==> src/rtl/uart_arb_pkg.sv <==
// Shared types and helpers for the UART TX arbiter and its picker.
package uart_arb_pkg;

    localparam int unsigned BYTE_W = 8;

    typedef enum logic [1:0] {
        IDLE      = 2'd0,
        WAIT_DONE = 2'd1,
        GAP       = 2'd2,
        HOLD      = 2'd3
    } arb_state_t;

    // Ceiling log2, used to size index buses (returns 0 for values 0 and 1).
    function automatic int unsigned clog2(input int unsigned value);
        int unsigned result;
        int unsigned v;
        result = 0;
        v = (value > 0) ? value - 1 : 0;
        while (v > 0) begin
            result++;
            v = v >> 1;
        end
        return result;
    endfunction

endpackage

==> src/rtl/uart_rr_picker.sv <==
// Combinational round-robin picker: first set request bit strictly after
// i_Last, wrapping modulo NUM_REQ.
module uart_rr_picker
    import uart_arb_pkg::*;
#(
    parameter int unsigned NUM_REQ = 4,
    parameter int unsigned IDX_W   = clog2(NUM_REQ)
) (
    input  logic [NUM_REQ-1:0] i_Req,
    input  logic [IDX_W-1:0]   i_Last,
    output logic               o_Found,
    output logic [IDX_W-1:0]   o_Idx
);

    int unsigned pos;

    // Scan from farthest to nearest candidate so the nearest set bit is the last assignment.
    always_comb begin
        o_Found = 1'b0;
        o_Idx   = '0;
        pos     = 0;
        for (int unsigned i = NUM_REQ; i >= 1; i--) begin
            pos = (32'(i_Last) + i) % NUM_REQ;
            if (i_Req[pos[IDX_W-1:0]]) begin
                o_Found = 1'b1;
                o_Idx   = pos[IDX_W-1:0];
            end
        end
    end

endmodule

==> src/rtl/uart_tx_arbiter.sv <==
// Round-robin arbiter sharing one UART_TX among NUM_REQ byte sources.
// Optional frame lock enabled by defining UART_ARB_LOCK_EN.
module uart_tx_arbiter
    import uart_arb_pkg::*;
#(
    parameter int unsigned NUM_REQ = 4,
    parameter int unsigned IDX_W   = 2
) (
    input  logic                      i_Clock,
    input  logic                      i_Rst_L,
    input  logic [NUM_REQ-1:0]        i_Req_DV,
    input  logic [NUM_REQ*BYTE_W-1:0] i_Req_Byte,
    input  logic [NUM_REQ-1:0]        i_Req_Last,
    output logic [NUM_REQ-1:0]        o_Req_Ack,
    output logic [NUM_REQ-1:0]        o_Req_Done,
    output logic                      o_TX_DV,
    output logic [BYTE_W-1:0]         o_TX_Byte,
    input  logic                      i_TX_Active,
    input  logic                      i_TX_Done,
    output logic                      o_Busy,
    output logic [IDX_W-1:0]          o_Grant_Idx
);

    localparam logic [IDX_W-1:0] LAST_RST = IDX_W'(NUM_REQ - 1);

    arb_state_t          r_State;
    arb_state_t          w_State_Nxt;
    logic [IDX_W-1:0]    r_Last;
    logic [NUM_REQ-1:0]  w_Elig;
    logic                w_Found;
    logic [IDX_W-1:0]    w_Win;
    logic                w_Launch;
    logic                w_Finish;
    logic [BYTE_W-1:0]   w_Req_Bytes [NUM_REQ];

    logic [NUM_REQ-1:0]  w_Ack_Nxt;
    logic [NUM_REQ-1:0]  w_Done_Nxt;
    logic                w_TX_DV_Nxt;
    logic [BYTE_W-1:0]   w_TX_Byte_Nxt;
    logic                w_Busy_Nxt;
    logic [IDX_W-1:0]    w_Grant_Nxt;
    logic [IDX_W-1:0]    w_Last_Nxt;

    for (genvar g = 0; g < NUM_REQ; g++) begin : g_unpack
        assign w_Req_Bytes[g] = i_Req_Byte[g*BYTE_W +: BYTE_W];
    end

`ifdef UART_ARB_LOCK_EN
    logic r_Frame_Last;

    // Latch the frame-end flag of the byte being accepted; reset value releases any lock.
    always_ff @(posedge i_Clock) begin
        if (!i_Rst_L) begin
            r_Frame_Last <= 1'b1;
        end else if (w_Launch) begin
            r_Frame_Last <= i_Req_Last[w_Win];
        end
    end
`else
    logic unused_req_last;
    assign unused_req_last = ^i_Req_Last;
`endif

    // Eligible requesters: everyone in IDLE, only the locked owner in HOLD.
    always_comb begin
        w_Elig = '0;
        case (r_State)
            IDLE:    w_Elig = i_Req_DV;
`ifdef UART_ARB_LOCK_EN
            HOLD:    w_Elig = i_Req_DV & (NUM_REQ'(1) << o_Grant_Idx);
`endif
            default: w_Elig = '0;
        endcase
    end

    uart_rr_picker #(
        .NUM_REQ (NUM_REQ),
        .IDX_W   (IDX_W)
    ) u_picker (
        .i_Req   (w_Elig),
        .i_Last  (r_Last),
        .o_Found (w_Found),
        .o_Idx   (w_Win)
    );

    // UART_TX may still be shifting out a frame aborted by our reset.
    assign w_Launch = w_Found & ~i_TX_Active;
    assign w_Finish = (r_State == WAIT_DONE) & i_TX_Done;

    // State and registered outputs.
    always_ff @(posedge i_Clock) begin
        if (!i_Rst_L) begin
            r_State     <= IDLE;
            r_Last      <= LAST_RST;
            o_Req_Ack   <= '0;
            o_Req_Done  <= '0;
            o_TX_DV     <= 1'b0;
            o_TX_Byte   <= '0;
            o_Busy      <= 1'b0;
            o_Grant_Idx <= LAST_RST;
        end else begin
            r_State     <= w_State_Nxt;
            r_Last      <= w_Last_Nxt;
            o_Req_Ack   <= w_Ack_Nxt;
            o_Req_Done  <= w_Done_Nxt;
            o_TX_DV     <= w_TX_DV_Nxt;
            o_TX_Byte   <= w_TX_Byte_Nxt;
            o_Busy      <= w_Busy_Nxt;
            o_Grant_Idx <= w_Grant_Nxt;
        end
    end

    // Next-state logic.
    always_comb begin
        w_State_Nxt = r_State;
        case (r_State)
            IDLE: begin
                if (w_Launch) w_State_Nxt = WAIT_DONE;
            end
            WAIT_DONE: begin
                if (i_TX_Done) w_State_Nxt = GAP;
            end
            GAP: begin
`ifdef UART_ARB_LOCK_EN
                w_State_Nxt = r_Frame_Last ? IDLE : HOLD;
`else
                w_State_Nxt = IDLE;
`endif
            end
`ifdef UART_ARB_LOCK_EN
            HOLD: begin
                if (w_Launch) w_State_Nxt = WAIT_DONE;
            end
`endif
            default: w_State_Nxt = IDLE;
        endcase
    end

    // Next values of the registered outputs and round-robin pointer.
    always_comb begin
        w_Ack_Nxt     = '0;
        w_Done_Nxt    = '0;
        w_TX_DV_Nxt   = 1'b0;
        w_TX_Byte_Nxt = o_TX_Byte;
        w_Grant_Nxt   = o_Grant_Idx;
        w_Last_Nxt    = r_Last;
        w_Busy_Nxt    = (w_State_Nxt != IDLE);
        if (w_Launch) begin
            w_Ack_Nxt     = NUM_REQ'(1) << w_Win;
            w_TX_DV_Nxt   = 1'b1;
            w_TX_Byte_Nxt = w_Req_Bytes[w_Win];
            w_Grant_Nxt   = w_Win;
        end
        if (w_Finish) begin
            w_Done_Nxt = NUM_REQ'(1) << o_Grant_Idx;
            w_Last_Nxt = o_Grant_Idx;
        end
    end

endmodule

==> config.mk <==
export PLATFORM = sky130hd
export DESIGN_NAME = uart_tx_arbiter
export DESIGN_NICKNAME = d
export VERILOG_FILES = /design/src/rtl/uart_arb_pkg.sv /design/src/rtl/uart_rr_picker.sv /design/src/rtl/uart_tx_arbiter.sv
export SDC_FILE = /design/constraint.sdc
export NUM_CORES = 1
export LEC_CHECK = 0
export BUFFER_PORTS_ARGS = -buffer_cell sky130_fd_sc_hd__buf_4
export CORE_ASPECT_RATIO = 1.25
export CORE_MARGIN = 1.5
export CORE_UTILIZATION = 46
export CTS_CLUSTER_SIZE = 40
export DETAILED_ROUTE_END_ITERATION = 8
export HOLD_SLACK_MARGIN = 0.08
export PLACE_DENSITY = 0.83
export SKIP_LAST_GASP = 1
export SYNTH_ARGS = -nofsm -noshare
export SYNTH_HDL_FRONTEND = slang
export SYNTH_SLANG_ARGS = --single-unit
==> constraint.sdc <==
create_clock -name i_Clock -period 3.8 [get_ports i_Clock]
set_clock_uncertainty 0.1 [all_clocks]
set_input_delay 0.38 -clock i_Clock [delete_from_list [all_inputs] [get_ports i_Clock]]
set_output_delay 0.38 -clock i_Clock [all_outputs]
set_load 0.01 [all_outputs]
==> results.py, run 1 <==
metrics = {
    "outcome": {
        "status": "complete, no violations",
    },
    "power": {
        "finalPower_w": 0.0006204,
        "power_density_nw_per_um2": 375.7,
        "peakVddDrop_uv": 303.0,
        "power.leakage_nw": 0.7778,
    },
    "setup_path": {
        "r2r-start": "r_Last[0]",
        "arrival_ps": 2480,
        "crit_fanout": 10,
        "cp-end-kind": "register",
        "start_kind": "register",
        "r2r-end": "o_TX_Byte[3]",
        "reg2reg_setup_slack_ps": 1440,
        "path_class": "reg -> reg",
        "crit_required_ps": 3930,
        "reg2regPathDepth": 5,
    },
    "route": {
        "drc": 0,
        "wire_per_inst_um": 14.22,
        "drt_iter0_markers": 34,
        "routed_via_density": 5.621,
        "drtAntennaViolNets": 0,
        "vias": 1231,
        "wirelength_um": 3115,
        "dr.pass1.iters": 4,
    },
    "grt": {
        "use_met2_pct": 43.05,
        "busiest_layer": "met2",
        "grt_pass1_wl_um": 4719,
        "met1_usage_pct": 24.76,
        "grt.overflow.total": 0,
        "grt_max_degree": 15,
        "met3_usage_pct": 3.988,
        "grt_usage_pct": 22.95,
        "antenna_found_initial": 0,
        "grt_pass1_vias": 1164,
    },
    "sta": {
        "fmax_mhz": 424.6,
        "final-max-slew-violation-count": 0,
        "rsz0062_at_grt": "no",
        "max-slew-margin-rel_pct": 25.91,
        "max_slew.worst_pin.slew_ps": 1105,
        "min_period_ps": 2355,
        "setup_viol_count_final": 0,
        "hold_viol": 0,
        "fin_crit_sh_pct": 61.98,
        "fin_tns_setup_ps": 0,
    },
    "synth": {
        "ys_seq_area_share_pct": 41.97,
        "synthArstFlopShare_pct": 0,
        "synth_nets": 171,
        "synthDistinctLibCells": 32,
        "synth_seq_cells": 24,
        "synthCells": 127,
        "netlist_area_um2": 1145,
        "synth_edf_count": 0,
        "syn_area_per_cell_um2": 9.015,
        "yosysWarningCount": 0,
        "synthFlopType": "dfxtp_1",
    },
    "cells_and_area": {
        "postLayoutCoreUtil_pct": 68.75,
        "layout_commonest_cell": "buf_4",
        "antenna-diode-count": 0,
        "nets": 231,
        "final_layout_size_suffix_gt1_share_pct": 36.56,
        "layout_common_cells": "buf_4 (59), dfxtp_1 (24), nand2_1 (17)",
        "area_growth_pct": 44.26,
    },
    "clocking": {
        "tritoncts": "done",
        "clk_latency_ps": 310,
        "cts_hold_buf": 0,
        "clockBufferDepth": 2,
        "path_clk_slew_ps": 140,
        "cts-root-buf": "clkbuf_4",
        "h-tree-depth": 1,
        "cts-resized-gates": 0,
        "numClockSinks": 24,
        "post_cts_buffers": 0,
        "cts_buffers": 3,
    },
    "floorplan": {
        "die-area_um2": 2799,
        "rows": 20,
        "start_util_pct": 47.66,
        "fp.dieW_um": 47.62,
        "coreArea_um2": 2402,
        "pin_count": 64,
        "die_y_um": 58.78,
    },
    "placement": {
        "place_hpwl_um": 2290,
        "portBuffers": 59,
        "place.gp.congestion": 0.7534,
    },
    "hold_path": {
        "hold_depth": 2,
        "whs_endpoint": "r_Last[1]",
        "hold_path_class": "in -> reg",
        "hold_path_startpoint": "i_Rst_L",
    },
    "job": {
        "max-cap-violations": 0,
    },
}
==> registers in the layout, summed over array words and instances, names as in the netlist <==
register,cells
o_TX_Byte,8
r_Last,2
o_TX_DV,1
o_Busy,1
r_State,2
o_Grant_Idx,2
o_Req_Ack,4
o_Req_Done,4
==> power breakdown <==
group / internal (W) / switching (W) / total (W)
Sequential: 0.000270 / 0.0000119 / 0.000282
Clock: 0.000107 / 0.0000774 / 0.000184
Combinational: 0.0000785 / 0.0000761 / 0.000155
==> metrics by stage <==
stage / cell area [um^2] / hold WS [ps] / cells / setup WS [ps]
after global routing: 1652 / 162.6 / 219 / 1243
after detailed placement: 1599 / 353.8 / 215 / 1409
final: 1652 / 185.3 / 219 / 1445
after global placement: 1599 / 345.5 / 215 / 1515
after CTS: 1652 / 178.6 / 219 / 1499
after floorplan: 1145 / 351.8 / 127 / 1933
==> per-layer routing <==
layer	part of all wire [%]	vias up
met2	52	56
li1	-	590
met3	7.0	6
met4	0.61	0
met5	0	-
met1	40	579
==> synth_stat cells, drive strengths merged, types with 2 or more instances <==
| cell | n | area, um^2 |
|---|---|---|
| dfxtp | 24 | 480.5 |
| nand2 | 17 | 63.81 |
| o21ai | 9 | 45.04 |
| mux2i | 8 | 80.08 |
| nor2 | 8 | 30.03 |
| o21bai | 8 | 60.06 |
| o221ai | 8 | 70.07 |
| o31ai | 8 | 60.06 |
| nand2b | 5 | 31.28 |
| and2 | 3 | 18.77 |
| buf | 3 | 26.27 |
| inv | 3 | 11.26 |
| nand3 | 3 | 15.01 |
| o211ai | 3 | 22.52 |
| nor3 | 2 | 10.01 |
| or2 | 2 | 12.51 |
==> critical path, cell delays in order, from the launching register on <==
cell and delay [ps]:
dfxtp_1 360, nand2b_1 180, o22a_1 230, a211oi_1 930, o21ai_0 220, o221ai_1 240
==> kinds of logic (layout without fill, tap and decap cells) <==
logic type             count (synthesis)  count (layout)  synth area share (%)
AO/OA/AOI/OAI                         43              43                 28.31
multiplexers                           8               8                 6.995
flip-flops                            24              24                 41.97
AND/OR/NAND/NOR                       45              45                 19.13
buffers and inverters                  7              66                 3.606
==> cell type report <==
type,count,area [um^2]
flip-flops and latches,24,480.5
clock inverters,1,30.03
fillers,199,750.7
repair buffers,59,442.9
multi-input cells,96,623.1
well taps,33,41.29
inverters,3,11.26
clock buffers,3,22.52
==> how the worst max path moves through the flow <==
stage               slack (ps)  cells past startpoint            to         from
global route              1240                      5  o_TX_Byte[3]   r_State[1]
global placement          1510                      6  o_TX_Byte[6]  i_TX_Active
CTS                       1500                      5  o_TX_Byte[3]    r_Last[0]
detailed placement        1410                      6  o_TX_Byte[3]  i_TX_Active
finish                    1440                      5  o_TX_Byte[3]    r_Last[0]
floorplan                 1930                      7  o_TX_Byte[0]    r_Last[0]
No activity file was read; power rests on OpenSTA's default activity.
==> run 2: changes to the inputs <==
--- a/config.mk
+++ b/config.mk
@@ -8,11 +8,11 @@
 export BUFFER_PORTS_ARGS = -buffer_cell sky130_fd_sc_hd__buf_4
 export CORE_ASPECT_RATIO = 1.25
 export CORE_MARGIN = 1.5
-export CORE_UTILIZATION = 46
+export CORE_UTILIZATION = 39
 export CTS_CLUSTER_SIZE = 40
 export DETAILED_ROUTE_END_ITERATION = 8
 export HOLD_SLACK_MARGIN = 0.08
-export PLACE_DENSITY = 0.83
+export PLACE_DENSITY = 0.75
 export SKIP_LAST_GASP = 1
 export SYNTH_ARGS = -nofsm -noshare
 export SYNTH_HDL_FRONTEND = slang
==> constraint.sdc (replaced) <==
create_clock -name i_Clock -period 2.1 [get_ports i_Clock]
set_clock_uncertainty 0.1 [all_clocks]
set_input_delay 0.21 -clock i_Clock [delete_from_list [all_inputs] [get_ports i_Clock]]
set_output_delay 0.21 -clock i_Clock [all_outputs]
set_load 0.01 [all_outputs]
==> results.py, run 2 (synthesis results as in run 1) <==
metrics = {
    "outcome": {
        "status": "complete, no violations",
    },
    "route": {
        "drt_iter0_markers": 14,
        "wire_per_inst_um": 13.85,
        "drtAntennaViolNets": 0,
        "routed_via_density": 5.410,
        "wirelength_um": 3144,
        "dr.pass1.iters": 4,
        "vias": 1228,
        "drc": 0,
    },
    "sta": {
        "max_slew.worst_pin.slew_ps": 466.3,
        "final-max-slew-violation-count": 0,
        "hold_slack_ps": 88.65,
        "min_period_ps": 1867,
        "setup_viol_count_final": 0,
        "fin_crit_sh_pct": 88.89,
        "max-slew-margin-rel_pct": 68.90,
        "fin_tns_setup_ps": 0,
        "hold_viol": 0,
        "rsz0062_at_grt": "no",
        "fmax_mhz": 535.7,
    },
    "grt": {
        "antenna_found_initial": 0,
        "grt_max_degree": 15,
        "grt_pass1_wl_um": 5037,
        "grt_usage_pct": 19.66,
        "grt.overflow.total": 0,
        "grt_pass1_vias": 1204,
    },
    "clocking": {
        "cts-resized-gates": 0,
        "h-tree-depth": 1,
        "cts-root-buf": "clkbuf_4",
        "post_cts_buffers": 0,
        "path_clk_slew_ps": 130,
        "tritoncts": "done",
        "clk_latency_ps": 310,
        "numClockSinks": 24,
        "clockBufferDepth": 2,
        "cts_buffers": 3,
    },
    "cells_and_area": {
        "fin_area_um2": 1710,
        "area_growth_pct": 49.40,
        "layout_commonest_cell": "buf_4",
        "final_layout_size_suffix_gt1_share_pct": 37.82,
        "largestRegisters": "o_TX_Byte (8), o_Req_Ack (4), o_Req_Done (4)",
        "antenna-diode-count": 0,
        "nets": 238,
        "postLayoutCoreUtil_pct": 62.59,
        "largest_reg_flops": 8,
        "nFillCells": 249,
        "layout_common_cells": "buf_4 (64), dfxtp_1 (24), nand2_1 (17)",
        "regMostFlops": "o_TX_Byte",
    },
    "placement": {
        "place_hpwl_um": 2407,
        "place.gp.congestion": 0.8098,
        "post_dp_cell_area_um2": 1638,
        "portBuffers": 59,
    },
    "floorplan": {
        "start_util_pct": 41.90,
        "pin_count": 64,
        "die_y_um": 63.58,
        "die-area_um2": 3272,
        "fp.dieW_um": 51.46,
        "coreArea_um2": 2733,
        "rows": 21,
    },
    "power": {
        "peakVddDrop_uv": 476.5,
        "power.leakage_nw": 0.8108,
        "power_density_nw_per_um2": 662.2,
    },
    "job": {
        "max-cap-violations": 0,
    },
    "setup_path": {
        "path_class": "reg -> reg",
        "start_kind": "register",
        "crit_required_ps": 2190,
        "arrival_ps": 1960,
        "cp-end-kind": "register",
        "crit_fanout": 11,
    },
    "hold_path": {
        "hold_path_class": "in -> reg",
    },
}
## run 2: worst max-delay path, cell delays in order (launching register included)
cell	delay, ps
dfxtp_1	360
nand2b_1	190
a32o_1	290
or3_4	500
mux2i_1	190
o221ai_1	120
## run 2: final timing paths
check,start,slack [ps],endpoint,depth (start not counted)
hold / removal,i_TX_Active,90,o_TX_DV,4
setup / recovery,r_Last[0],230,o_TX_Byte[4],5
hold reg to reg,o_TX_Byte[1],380,o_TX_Byte[1],2
setup reg to reg,r_Last[0],230,o_TX_Byte[4],5
## run 2: area by class of cell
cell class / instances / area, um^2 / share of cell area, %
tap: 34 / 42.54 / 2.487
timing repair buffer: 66 / 500.5 / 29.26
sequential: 24 / 480.5 / 28.09
clock buffer: 3 / 22.52 / 1.317
clock inverter: 1 / 30.03 / 1.756
inverter: 3 / 11.26 / 0.6584
multi-input combinational: 96 / 623.1 / 36.43
## run 2: what timing repair did
action | CTS | global route
endpoints found under the setup margin | 0 | 0
endpoints found under the hold margin | 5 | 0
hold buffers | 2 | 0
## run 2: where the power goes
part	total, W	internal [W]	switching, W	leakage (nW)
sequential	0.000511	0.000488	0.0000225	0.197
combinational	0.000293	0.000156	0.000137	0.586
clock	0.000329	0.000193	0.000136	0.0279
total	0.00113	0.000837	0.000296	0.811
## run 2: layer usage
metal | global-route usage, % | routed length (um)
met2 | 37.02 | 1627
met5 | 0 | 0
met4 | 4.276 | 10
met3 | 4.976 | 294
met1 | 21.29 | 1211
## run 2: metrics by stage
stage / cells / total power, W / setup WS (ps)
final: 227 / 0.001133 / 233.2
after global routing: 227 / 0.001189 / 152.4
after CTS: 227 / 0.001146 / 231.5
after detailed placement: 221 / 0.0008115 / 253.1
after global placement: 221 / 0.0008047 / 296.3
after floorplan: 127 / 0.0006680 / 233.2
